<file path="src/rtl/note_lane_scheduler.sv">
`default_nettype none
// ============================================================================
// note_lane_scheduler: beat-driven pattern fetch, note slot allocation,
// frame-tick scrolling, bottom retire and per-lane hit arbitration.
// Revision: 1.0
// ============================================================================
module note_lane_scheduler #(
  parameter int POS_W          = 10,
  parameter int SLOTS_PER_LANE = 3,
  parameter int SPAWN_Y        = 20,
  parameter int STEP           = 1,
  parameter int BOTTOM         = 460,
  parameter int HIT_LO         = 400,
  parameter int HIT_HI         = 440,
  parameter int PAT_AW         = 3
) (
  input  logic                                  board_clk,
  input  logic                                  reset,
  input  logic                                  run_i,
  input  logic                                  beat_tick_i,
  input  logic                                  frame_tick_i,
  input  logic [2:0]                            hit_req_i,
  output logic [PAT_AW-1:0]                     pat_addr_o,
  input  logic [2:0]                            pat_data_i,
  output logic [3*SLOTS_PER_LANE-1:0]           slot_active_o,
  output logic [3*SLOTS_PER_LANE*POS_W-1:0]     slot_pos_o,
  output logic                                  hit_pulse_o,
  output logic                                  miss_pulse_o,
  output logic                                  overflow_pulse_o,
  output logic [7:0]                            score_o
);

  localparam int NS = 3 * SLOTS_PER_LANE;

  typedef enum logic [1:0] {
    S_IDLE  = 2'd0,
    S_FETCH = 2'd1,
    S_WAIT  = 2'd2,
    S_SPAWN = 2'd3
  } state_t;

  state_t              state_q, state_d;
  logic [PAT_AW-1:0]   pat_addr_q, pat_addr_d;
  logic [NS-1:0]       active_q, active_d;
  logic [POS_W-1:0]    pos_q [NS];
  logic [POS_W-1:0]    pos_d [NS];
  logic [7:0]          score_q, score_d;
  logic                hit_pulse_q, miss_pulse_q, ovf_pulse_q;

  logic [NS-1:0]       hit_sel, spawn_sel;
  logic [1:0]          hit_cnt;
  logic                ovf, miss;
  logic [9:0]          score_sum;

  // FSM next state and pattern address
  always_comb begin
    state_d    = state_q;
    pat_addr_d = pat_addr_q;
    case (state_q)
      S_IDLE:  if (beat_tick_i && run_i) state_d = S_FETCH;
      S_FETCH: state_d = S_WAIT;
      S_WAIT:  state_d = S_SPAWN;
      S_SPAWN: begin
        state_d    = S_IDLE;
        pat_addr_d = pat_addr_q + 1'b1;
      end
      default: state_d = S_IDLE;
    endcase
  end

  // Lane L maps to bit 2-L of hit_req/pat_data (red lane owns the lowest slots).
  // Free-ness and window membership use start-of-cycle state only.
  always_comb begin
    logic found_hit;
    logic found_free;
    int   k;
    hit_sel    = '0;
    spawn_sel  = '0;
    hit_cnt    = 2'd0;
    ovf        = 1'b0;
    found_hit  = 1'b0;
    found_free = 1'b0;
    k          = 0;
    for (int l = 0; l < 3; l++) begin
      found_hit  = 1'b0;
      found_free = 1'b0;
      for (int s = 0; s < SLOTS_PER_LANE; s++) begin
        k = l * SLOTS_PER_LANE + s;
        if (run_i && hit_req_i[2-l] && !found_hit && active_q[k] &&
            pos_q[k] >= POS_W'(HIT_LO) && pos_q[k] <= POS_W'(HIT_HI)) begin
          hit_sel[k] = 1'b1;
          found_hit  = 1'b1;
        end
        if (state_q == S_SPAWN && pat_data_i[2-l] && !found_free && !active_q[k]) begin
          spawn_sel[k] = 1'b1;
          found_free   = 1'b1;
        end
      end
      if (found_hit) hit_cnt = hit_cnt + 2'd1;
      if (state_q == S_SPAWN && pat_data_i[2-l] && !found_free) ovf = 1'b1;
    end
  end

  always_comb begin
    logic [POS_W:0] adv;
    active_d = active_q;
    miss     = 1'b0;
    adv      = '0;
    for (int k = 0; k < NS; k++) begin
      pos_d[k] = pos_q[k];
      adv      = {1'b0, pos_q[k]} + (POS_W+1)'(STEP);
      if (spawn_sel[k]) begin
        active_d[k] = 1'b1;
        pos_d[k]    = POS_W'(SPAWN_Y);
      end else if (active_q[k]) begin
        if (hit_sel[k]) begin
          active_d[k] = 1'b0;
          pos_d[k]    = '0;
        end else if (frame_tick_i && run_i) begin
          if (adv > (POS_W+1)'(BOTTOM)) begin
            active_d[k] = 1'b0;
            pos_d[k]    = '0;
            miss        = 1'b1;
          end else begin
            pos_d[k] = adv[POS_W-1:0];
          end
        end
      end
    end
  end

  assign score_sum = {2'b00, score_q} + {8'h00, hit_cnt};
  assign score_d   = (score_sum > 10'd255) ? 8'hFF : score_sum[7:0];

  always_ff @(posedge board_clk or posedge reset) begin
    if (reset) begin
      state_q      <= S_IDLE;
      pat_addr_q   <= '0;
      active_q     <= '0;
      score_q      <= '0;
      hit_pulse_q  <= 1'b0;
      miss_pulse_q <= 1'b0;
      ovf_pulse_q  <= 1'b0;
      for (int k = 0; k < NS; k++) pos_q[k] <= '0;
    end else begin
      state_q      <= state_d;
      pat_addr_q   <= pat_addr_d;
      active_q     <= active_d;
      score_q      <= score_d;
      hit_pulse_q  <= |hit_sel;
      miss_pulse_q <= miss;
      ovf_pulse_q  <= ovf;
      for (int k = 0; k < NS; k++) pos_q[k] <= pos_d[k];
    end
  end

  generate
    for (genvar g = 0; g < NS; g++) begin : g_pos
      assign slot_pos_o[g*POS_W +: POS_W] = pos_q[g];
    end
  endgenerate

  assign pat_addr_o       = pat_addr_q;
  assign slot_active_o    = active_q;
  assign hit_pulse_o      = hit_pulse_q;
  assign miss_pulse_o     = miss_pulse_q;
  assign overflow_pulse_o = ovf_pulse_q;
  assign score_o          = score_q;

endmodule
`default_nettype wire

</file>
<file path="config.mk">
export PLATFORM = sky130hd
export DESIGN_NAME = note_lane_scheduler
export DESIGN_NICKNAME = d
export VERILOG_FILES = /design/src/rtl/note_lane_scheduler.sv
export SDC_FILE = /design/constraint.sdc
export NUM_CORES = 1
export LEC_CHECK = 0
export ABC_CLOCK_PERIOD_IN_PS = 10800
export CORE_MARGIN = 5
export CORE_UTILIZATION = 50
export DETAILED_ROUTE_END_ITERATION = 8
export HOLD_SLACK_MARGIN = 0.02
export PLACE_DENSITY = 0.86
export REMOVE_ABC_BUFFERS = 1
export SYNTH_ARGS = -nofsm -noshare
export SYNTH_HDL_FRONTEND = slang
export SYNTH_SLANG_ARGS = --single-unit
</file>
<file path="constraint.sdc">
create_clock -name board_clk -period 10.8 [get_ports board_clk]
set_input_delay 2.16 -clock board_clk [delete_from_list [all_inputs] [get_ports board_clk]]
set_output_delay 2.16 -clock board_clk [all_outputs]
set_load 0.01 [all_outputs]
</file>
# Word-level counts from Yosys, hierarchy flattened
# Cells that the tools add are included.
op_classes:
  n_addsub: 13
  mul: 0
  n_div: 0
  n_lt_le_gt_ge: 28
  eq_ne: 4
  n_shift: 0
  muxes: 174
  bitwise_logic: 0
  n_reduce_logical: 112
ops:
  columns: ["operator", "count"]
  rows:
  - ["2-to-1 mux 10 bit", 45]
  - ["2-to-1 mux 1 bit", 124]
  - ["adder 10 x 1 -> 11 bit (second input constant)", 9]
  - ["> comparator 11 x 9 -> 1 bit (second input constant)", 9]
  - [">= comparator 10 x 9 -> 1 bit (second input constant)", 9]
  - ["<= comparator 10 x 9 -> 1 bit (second input constant)", 9]
  - ["logical AND 1 bit", 59]
  - ["nonzero test 3 bit", 9]
  - ["zero test 1 bit", 24]
  - ["AND reduction 2 bit", 9]
  - ["nonzero test 2 bit", 9]
  - ["adder 8 x 2 -> 9 bit", 1]
  - ["> comparator 9 x 8 -> 1 bit (second input constant)", 1]
  - ["OR reduction 9 bit", 1]
  - ["2-to-1 mux 8 bit", 1]
  - ["one-hot mux 2 bit (4 select lines)", 1]
  - ["2-to-1 mux 2 bit", 3]
  - ["adder 2 x 1 -> 2 bit (second input constant)", 2]
  - ["== test 2 bit (second input constant)", 2]
  - ["adder 3 x 1 -> 3 bit (second input constant)", 1]
  - ["== test 2 x 1 -> 1 bit (second input constant)", 1]
  - ["zero test 2 bit", 1]
  - ["!= test 2 bit (second input constant)", 1]
totals:
  ff_bits: 115
  latchBits: 0
  mem_bits_rw: 0
  rom_bits: 0
  out_inout_bits: 113
  word_cells: 347
  mem_count: 0

# Longest topological paths before layout
depth:
  depth_word: 50
  depth_mapped: 15
  ltp_nobuf: 14

# Worst setup path after synthesis
# Ideal clock, no wire load.
synth_path:
  path_kind: "input to register"
  from: "input port run_i"
  to: "register score_q[0], in the netlist score_o[0]"
  t_arrival_ps: 4670
  setup_slack_ps: 6059
  path_stages: 14
  path_cell_list: "buf_4 -> nand2_2 -> or3_4 -> a2111oi_4 -> nor2_1 -> inv_1 -> ha_1 -> xnor2_1 -> ha_1 -> inv_1 -> fa_1 -> nor2_1 -> nand3_1 -> nand2b_1"
synth_via:
  elab_chain_len: 25
synth_lines:
  columns: ["item", "line_no", "rtl"]
  rows:
  - ["from (decl)", "19", "input logic run_i,"]
  - ["logical AND 1 bit (3 in a row)", "89", "if (run_i && hit_req_i[2-l] && !found_hit && active_q[k] &&"]
  - ["logical AND 1 bit", "90", "pos_q[k] >= POS_W'(HIT_LO) && pos_q[k] <= POS_W'(HIT_HI)) begin"]
  - ["2-to-1 mux 1 bit", "89", null]
  - ["zero test 1 bit", "89", null]
  - ["logical AND 1 bit (3 in a row)", "89", null]
  - ["logical AND 1 bit", "90", null]
  - ["2-to-1 mux 1 bit", "89", null]
  - ["zero test 1 bit", "89", null]
  - ["[... 6 more ...]", null, null]
  - ["adder 2 x 1 -> 2 bit", "99", "if (found_hit) hit_cnt = hit_cnt + 2'd1;"]
  - ["2-to-1 mux 2 bit", "99", null]
  - ["adder 2 x 1 -> 2 bit", "99", null]
  - ["2-to-1 mux 2 bit (*)", "99", null]
  - ["adder 8 x 2 -> 9 bit (*)", "132", "assign score_sum = {2'b00, score_q} + {8'h00, hit_cnt};"]
  - ["> comparator 9 x 8 -> 1 bit", "133", "assign score_d = (score_sum > 10'd255) ? 8'hFF : score_sum[7:0];"]
  - ["2-to-1 mux 8 bit (*)", "133", null]
  - ["net score_d[0]", "47", "logic [7:0] score_q, score_d;"]
  - ["to (signal assigned)", "149", "score_q <= score_d;"]
  - ["to (decl)", "47", null]
# The timed path passes the listed nets; every way through them passes the cells marked *.
# A chain may end at the register's enable or synchronous reset.

# Final worst setup path
# Ends and elaborated chain as after synthesis.

==> run_results.csv <==
group,metric,value,unit
worst_setup_path,worstPathArrival,5.79,ns
floorplanning,placementRows,46,
timing,maxSlewViolCount,0,
power,vdd_drop_max,0.1397,mV
worst_setup_path,worstSetupEndpointType,"flop",
floorplanning,dieHeight,135.8,um
floorplanning,ioPinCount,124,
timing,clock_skew,0.006261,ns
worst_hold_path,min_path_type,"flop to flop",
timing,fin_tns_setup,0,ns
floorplanning,initial_core_util,0.5034,
clock_network,path_clk_slew,0.05,ns
final_layout,final_util,0.6245,
worst_setup_path,r2r_cells,13,
flow_run,drv_cap,0,
outcome,status,"completed",
final_layout,final_area,9812,um^2
power,power,2.041,mW
route,wl_per_cell,16.90,um
timing,fmax,183.6,MHz
logic_synthesis,synth_simple_gate_area_frac,0.2835,
final_layout,synthToLayoutAreaGrowth,24.04,%
floorplanning,die_w,135.8,um
worst_setup_path,startpoint,"run_i",
worst_setup_path,start_kind,"input pin",
clock_network,insertion_delay,0.42,ns
grt,first_global_vias,7261,
route,ant_nets,0,
timing,setup_viol,0,
clock_network,post_cts_resized,0,
worst_setup_path,worst-path-max-fanout,9,
timing,rsz0062_at_grt,"false",
route,route.detailed.drc,0,
place,pre_cts_ws,4.964,ns
logic_synthesis,avgSynthCellArea,8.146,um^2
final_layout,final_nets,1098,
worst_setup_path,cp.depth,14,
route,drt_iter0_markers,715,
logic_synthesis,synth_top_family_by_area,"simple AND/OR/NAND/NOR gates",
logic_synthesis,synth_ff_type,"dfrtp_1",
final_layout,drive_gt1_frac,0.05504,
route,vias,7897,
worst_setup_path,r2r_slack,7.33,ns
logic_synthesis,synth_edf_count,0,
grt,grt_max_degree,63,
worst_setup_path,slowest_delay,0.78,ns
logic_synthesis,yosysWarnings,0,
final_layout,diodes,0,
timing,slew_headroom,0.4782,
grt,antenna_found_initial,0,
logic_synthesis,synth_seq_cells,115,
logic_synthesis,async_flop_share,1.000,
place,placed_area,9209,um^2
worst_setup_path,regToRegStartpoint,"slot_pos_o[17]$_DFFE_PP0P_",
clock_network,postCtsSetupRepairBufs,0,
logic_synthesis,yosysSeqAreaShare,0.3638,
route,wl,21770,um
place,numPortBuffers,123,
timing,hold_viol,0,
floorplanning,die_area,18440,um^2
clock_network,root_buffer,"clkbuf_16",
worst_setup_path,rr_endpoint,"score_o[0]$_DFF_PP0_",
logic_synthesis,mappedNetlistArea,7910,um^2
clock_network,clk_path_buf_depth,2,
logic_synthesis,synth_xor_area_frac,0.02768,
logic_synthesis,yosys.cell_types.count,78,
power,powerDensity,208.0,nW/um^2
timing,period_needed,5.447,ns
logic_synthesis,synth_compound_area_frac,0.2173,
final_layout,n_fill_cell,1330,
logic_synthesis,synth_mux_area_frac,0.01234,
worst_setup_path,crit_chain,"clkdlybuf4s50_1 -> nand2_2 -> or3_4 -> a2111oi_4 -> nor2_1 -> inv_1 -> ha_1 -> xnor2_1 -> ha_1 -> inv_1 -> fa_1 -> nor2_1 -> nand3_1 -> nand2b_1",
worst_setup_path,cp.required,11.15,ns
clock_network,numCtsBuffers,17,
floorplanning,coreArea,15710,um^2
timing,period_share,0.5043,
grt,grt_pass1_wl,35680,um
worst_setup_path,critical_path_buf_inv_count,3,
place,gp_congestion,0.8702,
place,dp_cells,1256,
worst_setup_path,crit_family,"simple AND/OR/NAND/NOR gates",
clock_network,cts.sinks,115,
route,firstDrtPassIters,8,
worst_setup_path,crit_path_end,"score_o[0]$_DFF_PP0_",
logic_synthesis,synthAdderAreaFrac,0.04524,
worst_setup_path,cpMaxStageDelayCell,"clkdlybuf4s50_1",
logic_synthesis,syn_inst,971,
worst_setup_path,critPathKind,"input pin to flop",
clock_network,cts_hold_buf,0,
timing,fin_ws,5.353,ns
clock_network,htreeDepth,4,
timing,tightest_slew,0.7827,ns
final_layout,finalNonFillerCells,1288,
grt,grt_usage,0.2364,
clock_network,cts_tree,"built",
power,p_leak,4.066,nW
timing,hold_ws,0.4678,ns
place,hpwlAfterDp,15080,um
route,viasPerCell,6.131,
grt,grt_overflow,0,
==> Yosys cell counts (5+ instances only) <==
| library cell | n | share of area |
|---|---|---|
| inv_1 | 45 | 0.021 |
| o31ai_1 | 18 | 0.017 |
| o21ai_0 | 90 | 0.057 |
| and2_1 | 18 | 0.014 |
| a211o_1 | 6 | 0.0066 |
| o211ai_1 | 16 | 0.015 |
| and4_1 | 5 | 0.0055 |
| nand4b_1 | 5 | 0.0055 |
| nand2_1 | 108 | 0.051 |
| nor3b_1 | 5 | 0.0047 |
| nand3b_1 | 6 | 0.0057 |
| or3_1 | 15 | 0.012 |
| nor4_1 | 7 | 0.0055 |
| a31oi_1 | 15 | 0.012 |
| nor2_1 | 77 | 0.037 |
| nor3_1 | 28 | 0.018 |
| nand2b_1 | 8 | 0.0063 |
| nor2b_1 | 6 | 0.0047 |
| nand4_1 | 25 | 0.020 |
| mux2_2 | 6 | 0.0085 |
| a21oi_1 | 35 | 0.022 |
| xor2_1 | 13 | 0.014 |
| dfrtp_1 | 115 | 0.36 |
| ha_1 | 27 | 0.043 |
| a211oi_1 | 5 | 0.0047 |
| nand3_1 | 64 | 0.040 |
| and3_1 | 29 | 0.023 |
| xnor2_1 | 12 | 0.013 |
| clkbuf_1 | 47 | 0.022 |
| or4_1 | 5 | 0.0047 |
| buf_2 | 8 | 0.0051 |
| o22ai_1 | 6 | 0.0047 |
| a21o_1 | 5 | 0.0047 |
| o311ai_0 | 10 | 0.011 |
==> power by group <==
part / total (mW) / internal, mW / switching (mW)
Clock: 0.578 / 0.378 / 0.200
Sequential: 0.771 / 0.531 / 0.240
Combinational: 0.693 / 0.344 / 0.348
==> kinds of logic (layout without fill, tap and decap cells) <==
logic type,count (synthesis),in the layout
compound gates,258,258
xor+xnor,25,25
fa+ha+maj,28,28
buf+inv,102,203
flops,115,115
mux,9,9
simple gates,434,434
==> per-layer routing <==
layer,routed length [um],track usage,up-vias
li1,-,-,3732
met2,10180,0.3703,394
met4,291,0.06607,0
met1,9480,0.3297,3741
met5,0,0,-
met3,1816,0.05498,30
==> state kept, by name (all words and copies together) (netlist names) <==
| name | flops |
|---|---|
| overflow_pulse_o | 1 |
| miss_pulse_o | 1 |
| slot_pos_o | 90 |
| slot_active_o | 9 |
| score_o | 8 |
| state_q | 2 |
| pat_addr_o | 3 |
| hit_pulse_o | 1 |
==> how the worst min path moves through the flow <==
stage	startpoint	depth (start not counted)	to	slack [ns]
4_1_cts	pat_addr_o[2]$_DFFE_PP0N_	1	pat_addr_o[2]$_DFFE_PP0N_	0.48
5_1_grt	pat_addr_o[2]$_DFFE_PP0N_	1	pat_addr_o[2]$_DFFE_PP0N_	0.52
6_report	pat_addr_o[2]$_DFFE_PP0N_	1	pat_addr_o[2]$_DFFE_PP0N_	0.47
2_1_floorplan	pat_addr_o[2]$_DFFE_PP0N_	1	pat_addr_o[2]$_DFFE_PP0N_	0.51
3_3_place_gp	pat_addr_o[2]$_DFFE_PP0N_	1	pat_addr_o[2]$_DFFE_PP0N_	0.46
3_5_place_dp	pat_addr_o[2]$_DFFE_PP0N_	1	pat_addr_o[2]$_DFFE_PP0N_	0.47
==> cell type report <==
type | instances | area, um^2 | share of cell area
clock inverter | 11 | 132.6 | 0.01352
sequential | 115 | 2878 | 0.2933
multi-input combinational | 754 | 4636 | 0.4725
timing repair buffer | 126 | 1254 | 0.1278
clock buffer | 21 | 470.5 | 0.04795
tap | 216 | 270.3 | 0.02754
inverter | 45 | 171.4 | 0.01747
==> layout by cell type, fill, tap and decap left out, drive strengths merged, types with 15 or more instances in the layout <==
cell / n
a21oi: 35
a31oi: 15
and2: 19
and3: 29
clkbuf: 21
clkdlybuf4s50: 123
dfrtp: 115
ha: 27
inv: 45
nand2: 110
nand3: 65
nand4: 25
nor2: 77
nor3: 28
o211ai: 16
o21ai: 91
o31ai: 18
or3: 16
(Power assumes the default switching activity.)
